<file path="config.mk">
export PLATFORM = sky130hd
export DESIGN_NAME = text_console_ctrl
export DESIGN_NICKNAME = d
export VERILOG_FILES = /design/src/rtl/text_console_pkg.sv /design/src/rtl/console_shadow_ram.sv /design/src/rtl/text_console_ctrl.sv
export SDC_FILE = /design/constraint.sdc
export NUM_CORES = 1
export LEC_CHECK = 0
export CORE_MARGIN = 2
export CORE_UTILIZATION = 50
export CTS_BUF_LIST = sky130_fd_sc_hd__clkbuf_16
export DETAILED_ROUTE_END_ITERATION = 6
export PLACE_DENSITY = 0.89
export SLEW_MARGIN = 20
export SYNTH_ARGS = -nofsm -noshare
export SYNTH_HDL_FRONTEND = slang
export SYNTH_HIERARCHICAL = 1
export SYNTH_SLANG_ARGS = --single-unit
export TNS_END_PERCENT = 20
</file>
<file path="constraint.sdc">
create_clock -name clk -period 2.7 [get_ports clk]
set_input_delay 0.27 -clock clk [delete_from_list [all_inputs] [get_ports clk]]
set_output_delay 0.27 -clock clk [all_outputs]
set_load 0.1 [all_outputs]
</file>
<file path="src/rtl/text_console_pkg.sv">
// Shared constants and types for the text console sequencer.
// Geometry is fixed at 4 rows x 16 columns (64 cells, 6-bit cell address).
package text_console_pkg;

  localparam int unsigned COLS      = 16;
  localparam int unsigned ROWS      = 4;
  localparam int unsigned CELLS     = COLS * ROWS;
  localparam int unsigned COL_BITS  = 4;
  localparam int unsigned ROW_BITS  = 2;
  localparam int unsigned ADDR_BITS = COL_BITS + ROW_BITS;

  localparam logic [ADDR_BITS-1:0] ROW_STEP      = ADDR_BITS'(COLS);
  localparam logic [ADDR_BITS-1:0] LAST_CELL     = ADDR_BITS'(CELLS - 1);
  localparam logic [ADDR_BITS-1:0] LAST_ROW_BASE = ADDR_BITS'(CELLS - COLS);
  localparam logic [ADDR_BITS-1:0] SCROLL_END    = ADDR_BITS'(CELLS - COLS - 1);
  localparam logic [ROW_BITS-1:0]  LAST_ROW      = ROW_BITS'(ROWS - 1);

  localparam logic [7:0] CC_LF = 8'h0A;
  localparam logic [7:0] CC_CR = 8'h0D;
  localparam logic [7:0] CC_BS = 8'h08;
  localparam logic [7:0] CC_FF = 8'h0C;

  localparam logic [7:0] PRINT_LO = 8'h20;
  localparam logic [7:0] PRINT_HI = 8'h7E;

  typedef enum logic [1:0] {
    ST_IDLE,
    ST_CLR_RANGE,
    ST_SCROLL
  } state_t;

  function automatic logic isPrintable(input logic [7:0] b);
    return (b >= PRINT_LO) && (b <= PRINT_HI);
  endfunction

endpackage

</file>
<file path="src/rtl/console_shadow_ram.sv">
// 64x8 shadow of the engine's character memory: one synchronous write port,
// one asynchronous read port. Only instantiated when scrolling is enabled.
module console_shadow_ram
  import text_console_pkg::*;
(
  input  logic                 clk,
  input  logic                 writeEn,
  input  logic [ADDR_BITS-1:0] writeAddr,
  input  logic [7:0]           writeData,
  input  logic [ADDR_BITS-1:0] readAddr,
  output logic [7:0]           readData
);

  logic [7:0] mem [CELLS];

  always_ff @(posedge clk) begin
    if (writeEn) begin
      mem[writeAddr] <= writeData;
    end
  end

  assign readData = mem[readAddr];

endmodule

</file>
<file path="src/rtl/text_console_ctrl.sv">
// Terminal-style byte sequencer driving the 64-cell text engine write port.
// Define TEXT_CONSOLE_SCROLL_EN to scroll on last-row line feed instead of wrapping.
module text_console_ctrl
  import text_console_pkg::*;
#(
  parameter logic [7:0] CLEAR_CHAR = 8'h20
) (
  input  logic                 clk,
  input  logic                 reset,
  input  logic                 s_valid,
  input  logic [7:0]           s_data,
  output logic                 s_ready,
  output logic [ADDR_BITS-1:0] char_write_addr,
  output logic [7:0]           char_write,
  output logic                 wen,
  output logic                 ren,
  output logic                 busy,
  output logic [ADDR_BITS-1:0] cursor_pos
);

  state_t               state, stateNext;
  logic [ADDR_BITS-1:0] cursor, cursorNext;
  logic [ADDR_BITS-1:0] clrAddr, clrAddrNext;
  logic [ADDR_BITS-1:0] clrHi, clrHiNext;
  logic [ADDR_BITS-1:0] addrNext;
  logic [7:0]           dataNext;
  logic                 wenNext, sReadyNext, busyNext;
  logic                 accept, lineFeed;
  logic [ROW_BITS-1:0]  nextRow;

  assign accept     = s_valid && s_ready;
  assign nextRow    = cursor[ADDR_BITS-1:COL_BITS] + 1'b1;
  assign ren        = 1'b0;
  assign cursor_pos = cursor;

`ifdef TEXT_CONSOLE_SCROLL_EN
  logic [7:0] shadowData;

  // Fed from the registered write port so the shadow sees exactly what the engine sees.
  console_shadow_ram u_shadow (
    .clk       (clk),
    .writeEn   (wen),
    .writeAddr (char_write_addr),
    .writeData (char_write),
    .readAddr  (clrAddr + ROW_STEP),
    .readData  (shadowData)
  );
`endif

  always_comb begin
    stateNext   = state;
    cursorNext  = cursor;
    clrAddrNext = clrAddr;
    clrHiNext   = clrHi;
    wenNext     = 1'b0;
    addrNext    = char_write_addr;
    dataNext    = char_write;
    lineFeed    = 1'b0;

    case (state)
      ST_IDLE: begin
        if (accept) begin
          if (isPrintable(s_data)) begin
            wenNext    = 1'b1;
            addrNext   = cursor;
            dataNext   = s_data;
            cursorNext = cursor + 1'b1;
            lineFeed   = (cursor == LAST_CELL);
          end else begin
            case (s_data)
              CC_LF: lineFeed = 1'b1;
              CC_CR: cursorNext = {cursor[ADDR_BITS-1:COL_BITS], {COL_BITS{1'b0}}};
              CC_BS: begin
                if (cursor != '0) begin
                  cursorNext = cursor - 1'b1;
                  wenNext    = 1'b1;
                  addrNext   = cursor - 1'b1;
                  dataNext   = CLEAR_CHAR;
                end
              end
              CC_FF: begin
                cursorNext  = '0;
                clrAddrNext = '0;
                clrHiNext   = LAST_CELL;
                stateNext   = ST_CLR_RANGE;
              end
              default: ;
            endcase
          end
        end
      end
      ST_CLR_RANGE: begin
        wenNext     = 1'b1;
        addrNext    = clrAddr;
        dataNext    = CLEAR_CHAR;
        clrAddrNext = clrAddr + 1'b1;
        if (clrAddr == clrHi) begin
          stateNext = ST_IDLE;
        end
      end
      ST_SCROLL: begin
`ifdef TEXT_CONSOLE_SCROLL_EN
        // Copy cell (dst + one row) down to dst; flows straight into clearing the last row.
        wenNext     = 1'b1;
        addrNext    = clrAddr;
        dataNext    = shadowData;
        clrAddrNext = clrAddr + 1'b1;
        if (clrAddr == SCROLL_END) begin
          clrHiNext = LAST_CELL;
          stateNext = ST_CLR_RANGE;
        end
`else
        stateNext = ST_IDLE;
`endif
      end
      default: stateNext = ST_IDLE;
    endcase

    if (lineFeed) begin
`ifdef TEXT_CONSOLE_SCROLL_EN
      if (cursor[ADDR_BITS-1:COL_BITS] == LAST_ROW) begin
        cursorNext  = LAST_ROW_BASE;
        clrAddrNext = '0;
        stateNext   = ST_SCROLL;
      end else
`endif
      begin
        cursorNext  = {nextRow, {COL_BITS{1'b0}}};
        clrAddrNext = {nextRow, {COL_BITS{1'b0}}};
        clrHiNext   = {nextRow, {COL_BITS{1'b1}}};
        stateNext   = ST_CLR_RANGE;
      end
    end

    // One-cycle ready bubble after every accepted byte.
    sReadyNext = (stateNext == ST_IDLE) && !accept;
    busyNext   = (stateNext != ST_IDLE);
  end

  always_ff @(posedge clk) begin
    if (reset) begin
      state           <= ST_CLR_RANGE;
      cursor          <= '0;
      clrAddr         <= '0;
      clrHi           <= LAST_CELL;
      wen             <= 1'b0;
      char_write_addr <= '0;
      char_write      <= CLEAR_CHAR;
      s_ready         <= 1'b0;
      busy            <= 1'b1;
    end else begin
      state           <= stateNext;
      cursor          <= cursorNext;
      clrAddr         <= clrAddrNext;
      clrHi           <= clrHiNext;
      wen             <= wenNext;
      char_write_addr <= addrNext;
      char_write      <= dataNext;
      s_ready         <= sReadyNext;
      busy            <= busyNext;
    end
  end

endmodule
</file>
==> impl_metrics.tcl, run 1 <==
set metrics [dict create \
    setup_viol_count_final 0 \
    crit_path_start_kind "flip-flop" \
    ir_worst_vdd_v 0.000346 \
    cp_data_required_time_ns 2.89 \
    hpwl_um 3470 \
    crit_start "cursor_pos[0]" \
    synthCells 242 \
    wl_um 5010 \
    synth_top_area_share_pct 34.2 \
    vias 1921 \
    syn_area_per_cell_um2 7.99 \
    drt_iter0_markers 172 \
    start_util_pct 52.4 \
    mostFrequentLayoutCells "33 x dfxtp_1, 31 x buf_4, 30 x nor2_1, 19 x a21oi_1, 17 x nand2_1" \
    place_area_um2 2230 \
    ys_warn_count 6 \
    wl_per_cell_um 15.5 \
    post_cts_resized 0 \
    arrival_ns 2.47 \
    clockPowerShare_pct 44.1 \
    num_antenna_cells 0 \
    min_path_type "flip-flop to flip-flop" \
    rrSetupSlack_ns 0.42 \
    pin_count 35 \
    rsz0062_at_grt "false" \
    postCtsHoldBufs 0 \
    status "complete, no violations" \
    min_from "char_write[7]" \
    first_global_vias 1748 \
    place_congestion 0.974 \
    post_cts_buffers 0 \
    drv_slew 0 \
    p_int_uw 886 \
    clockRootBuffer "clkbuf_16" \
    grt.total_usage_pct 24.1 \
    path_max_fanout 13 \
    core_area_um2 3690 \
    mostFrequentLayoutCell "dfxtp_1" \
    syn_area_um2 1930 \
    comb_power_share_pct 14.5 \
    rows 22 \
    viasPerCell 5.95 \
    p_seq_share_pct 41.4 \
    h-tree-depth 2 \
    cts_buffer_depth 2 \
    period_needed_ns 2.28 \
    clock_sinks 33 \
    whs_ns 0.484 \
    synth-edff-count 0 \
    die_x_um 66.2 \
    nets 291 \
    cp-end-kind "flip-flop" \
    synth_seq_cells 33 \
    finalInstanceArea_um2 2370 \
    tns_ns 0 \
    ys_types 55 \
    synth_area_leaders "dfxtp_1 34%, nor2_1 5.8%, a21oi_1 4.9%" \
    drt_first_pass_iters 4 \
    grt.overflow.total 0 \
    min_period_over_period_pct 84.6 \
    antenna_found_initial 0 \
    grt_max_degree 15 \
    ant_nets 0 \
    powerDensity_nw_per_um2 517 \
    synth_ff_type "dfxtp_1" \
    die-height_um 66.2 \
    syn2layout_area_growth_pct 22.7 \
    final-hold-violation-count 0 \
    grt_pass1_wl_um 8100 \
    port_buffers 33 \
    drive_gt1_share_pct 18.2 \
    rr_startpoint "cursor_pos[0]" \
    clock_latency_ns 0.28 \
    fin_skew_ns 0.00257 \
    p_leak_uw 0.000928 \
    tightestPinTransition_ns 0.581 \
    clkTransAtPathRegs_ns 0.05 \
    cts_buffers 5 \
    timing.max_cap.violations 0 \
    drc 0 \
    cts_tree "done" \
    seq_area_frac_synth_pct 34.2 \
    clock.fmax_mhz 438 \
    die_area_um2 4380 \
    netSwitchingFraction_pct 27.7 \
    synth_top_area_cell "dfxtp_1" \
    p_sw_uw 340 \
    async_reset_ff_share_pct 0 \
    maxSlewHeadroom_pct 61.1 \
    critPathKind "flip-flop to flip-flop" \
]
[sequential cells by signal (all words and copies together), names as in the netlist]
name / count
char_write_addr: 6
char_write: 8
s_ready: 1
busy: 1
clrAddr: 6
cursor_pos: 6
wen: 1
state: 2
clrHi: 2
[area by class of cell]
type | count | area (um^2)
clock buffers | 5 | 125
clock inverters | 3 | 13.8
flip-flops and latches | 33 | 661
inverters | 11 | 41.3
well taps | 48 | 60.1
multi-input cells | 182 | 1140
fillers | 302 | 1320
repair buffers | 41 | 333
[final timing paths]
check	cells past startpoint	to
min reg2reg	1	char_write[7]
min	1	char_write[7]
max	7	cursor_pos[5]
max reg2reg	7	cursor_pos[5]
[Yosys cell counts (3+ instances only)]
cell and instances:
and3_1 7, or3_1 3, o21ai_0 12, xnor2_1 4, clkbuf_1 5, o22ai_1 4, nand3_1 8, nor2_1 30
nand2_1 17, o211ai_1 3, inv_1 11, nand4_1 3, a22oi_1 8, a31oi_1 5, buf_2 7, dfxtp_1 33
nand2b_1 3, a21oi_1 19, nor3_1 7, ha_1 6
[routing by layer]
layer	wire, um	up-vias	GRT usage [%]
met5	0	-	0
met4	108	0	13.5
met3	324	13	5.11
met2	2390	67	37.5
met1	2190	902	30.8
li1	-	939	-
[worst max-delay path: stages, from the launching register on]
cell	delay [ns]
dfxtp_1	0.58
ha_1	0.26
and3_1	0.23
o211ai_1	0.12
o21ai_2	0.22
and3_1	0.38
mux2i_1	0.14
a221oi_1	0.26
[cells by family after synthesis]
| family | count (synthesis) | share of synthesized area (%) |
|---|---|---|
| flip-flops | 33 | 34.2 |
| AND/OR/NAND/NOR | 97 | 27.2 |
| other | 1 | 0.194 |
| XOR/XNOR | 6 | 2.72 |
| AO/OA/AOI/OAI | 69 | 23.7 |
| adder cells (fa/ha/maj) | 6 | 3.88 |
| multiplexers | 2 | 1.04 |
| buffers and inverters | 28 | 7.12 |
[power by group through the flow]
stage / Sequential, uW / Combinational [uW] / Clock [uW]
6_report: 508 / 178 / 541
5_1_grt: 509 / 188 / 570
4_1_cts: 508 / 177 / 548
3_5_place_dp: 518 / 175 / 0
3_3_place_gp: 518 / 173 / 0
2_1_floorplan: 568 / 71.2 / 0
[through the flow]
| stage | utilization, % | setup WS, ns | total power, uW | cells |
|---|---|---|---|---|
| 2_1_floorplan | - | 0.0410 | 639 | 243 |
| 3_3_place_gp | 60.5 | 0.288 | 691 | 315 |
| 3_5_place_dp | 60.5 | 0.240 | 693 | 315 |
| 4_1_cts | 64.3 | 0.446 | 1230 | 323 |
| 5_1_grt | 64.3 | 0.214 | 1270 | 323 |
| 6_report | 64.3 | 0.417 | 1230 | 323 |
(Power assumes the default switching activity.)
==> run 2, diff against run 1 <==
- clock period: 2.7 -> 2.3 ns (I/O delays scaled with it)
==> run 2 against run 1 <==
Effect of this change: critical path depth stayed put; critical path type is now input pin to flip-flop; sequential cell count stayed put; routed wire length is 0.24% lower; worst setup slack worse by 0.26 ns; highest routed layer unchanged; cell area is 4.5% higher; clock skew hardly changed; die area stayed put; final cell count is 3.1% higher; hold slack better by 0.0020 ns; first-iteration DRC count is 16% lower.
==> impl_metrics.tcl, run 2 (synthesis gave the netlist of run 1 again) <==
set metrics [dict create \
    syn2layout_area_growth_pct 28.2 \
    p_sw_uw 408 \
    arrival_ns 2.33 \
    min_period_over_period_pct 93.3 \
    port_buffers 33 \
    drt_iter0_markers 144 \
    setup_slack_ns 0.155 \
    whs_ns 0.486 \
    nets 301 \
    largest_register_ff_count 8 \
    path_max_fanout 7 \
    drc 0 \
    drt_first_pass_iters 4 \
    p_seq_share_pct 39.2 \
    cts_buffer_depth 2 \
    cp-end-kind "flip-flop" \
    p_int_uw 1110 \
    mostFrequentLayoutCell "buf_4" \
    post_cts_buffers 0 \
    status "complete, no violations" \
    crit_slowest_cell "clkdlybuf4s50_1" \
    post_cts_resized 0 \
    p_leak_uw 0.000986 \
    drv_slew 0 \
    cts_tree "done" \
    cts_buffers 5 \
    first_global_vias 1761 \
    pre_cts_ws_ns -0.0571 \
    clkTransAtPathRegs_ns 0.05 \
    hpwl_um 3670 \
    place_area_um2 2320 \
    fin_skew_ns 0.00304 \
    largest_register "char_write" \
    critical-path-max-stage-delay_ns 0.51 \
    h-tree-depth 2 \
    num_antenna_cells 0 \
    tns_ns 0 \
    die_x_um 66.2 \
    clock_latency_ns 0.28 \
    finalInstanceArea_um2 2480 \
    final-hold-violation-count 0 \
    grt_pass1_wl_um 8320 \
    timing.max_cap.violations 0 \
    clockPowerShare_pct 46.7 \
    vias 1947 \
    clockRootBuffer "clkbuf_16" \
    clock_sinks 33 \
    viasPerCell 5.85 \
    crit_path_start_kind "input pin" \
    wl_um 4990 \
    grt.total_usage_pct 25.2 \
    ir_worst_vdd_v 0.000463 \
    cp_data_required_time_ns 2.48 \
    rows 22 \
    die_area_um2 4380 \
    period_needed_ns 2.14 \
    crit_chain "clkdlybuf4s50_1 > nor4_4 > nand4b_1 > o22ai_1 > nor2_1 > or4_1 > a221oi_1" \
    nFillCells 303 \
    min_path_type "flip-flop to flip-flop" \
    grt_max_degree 15 \
    critPathKind "input pin to flip-flop" \
    clock.fmax_mhz 466 \
    setup_viol_count_final 0 \
    final_cells 333 \
    die-height_um 66.2 \
    wl_per_cell_um 15.0 \
    grt.overflow.total 0 \
    comb_power_share_pct 14.2 \
    drive_gt1_share_pct 22.8 \
    postCtsHoldBufs 0 \
    place_congestion 0.895 \
    core_area_um2 3690 \
    ant_nets 0 \
    netSwitchingFraction_pct 26.9 \
    start_util_pct 52.4 \
    dp.cells 325 \
    powerDensity_nw_per_um2 613 \
    antenna_found_initial 0 \
    pin_count 35 \
    rsz0062_at_grt "false" \
    mostFrequentLayoutCells "41 x buf_4, 30 x nor2_1, 27 x dfxtp_1, 19 x a21oi_1, 17 x nand2_1" \
]
==> run 2: changes by cell type in the layout (fill, tap and decap cells not counted), sizes merged <==
cell    previous run  this run
clkbuf             5         6
buf               31        41
clkinv             2         1
==> run 2: final timing paths <==
kind	cells after the start	start	slack, ns	to
min	1	char_write[7]	0.49	char_write[7]
max reg2reg	8	cursor_pos[1]	0.20	cursor_pos[5]
max	7	s_data[5]	0.16	cursor_pos[5]
min reg2reg	1	char_write[7]	0.49	char_write[7]
==> run 2: stage by stage <==
step                      total power [uW]  utilization, %
after floorplan                        749               -
after detailed placement               820            62.9
after CTS                             1520            67.1
after global routing                  1570            67.2
after global placement                 817            62.9
final                                 1520            67.2
==> run 2: cell type report <==
| class | count | area, um^2 | share of cell area, % |
|---|---|---|---|
| clock buffer | 6 | 150 | 6.06 |
| tap | 48 | 60.1 | 2.42 |
| clock inverter | 2 | 7.51 | 0.303 |
| sequential | 33 | 673 | 27.2 |
| inverter | 11 | 41.3 | 1.67 |
| multi-input combinational | 182 | 1140 | 45.9 |
| timing repair buffer | 51 | 408 | 16.5 |
==> run 2: critical path, delay by kind of cell <==
kind / cells / cell delay [ns]
AND/OR/NAND/NOR: 4 / 1.12
buffers and inverters: 1 / 0.51
AO/OA/AOI/OAI: 2 / 0.47
==> run 2: per-layer routing <==
metal | vias to the layer above | global-route usage [%] | share of wire [%]
met2 | 58 | 40.6 | 48
met3 | 14 | 4.77 | 5.2
li1 | 963 | - | -
met4 | 0 | 15.6 | 3.6
met5 | - | 0 | 0
met1 | 912 | 30.7 | 43
==> run 2: power groups by stage <==
stage                     registers (uW)  logic [uW]  clock network (uW)
after floorplan                      665        83.6                   0
after global placement               607         210                   0
after detailed placement             607         213                   0
after CTS                            595         214                 716
after global routing                 596         228                 746
final                                594         215                 709
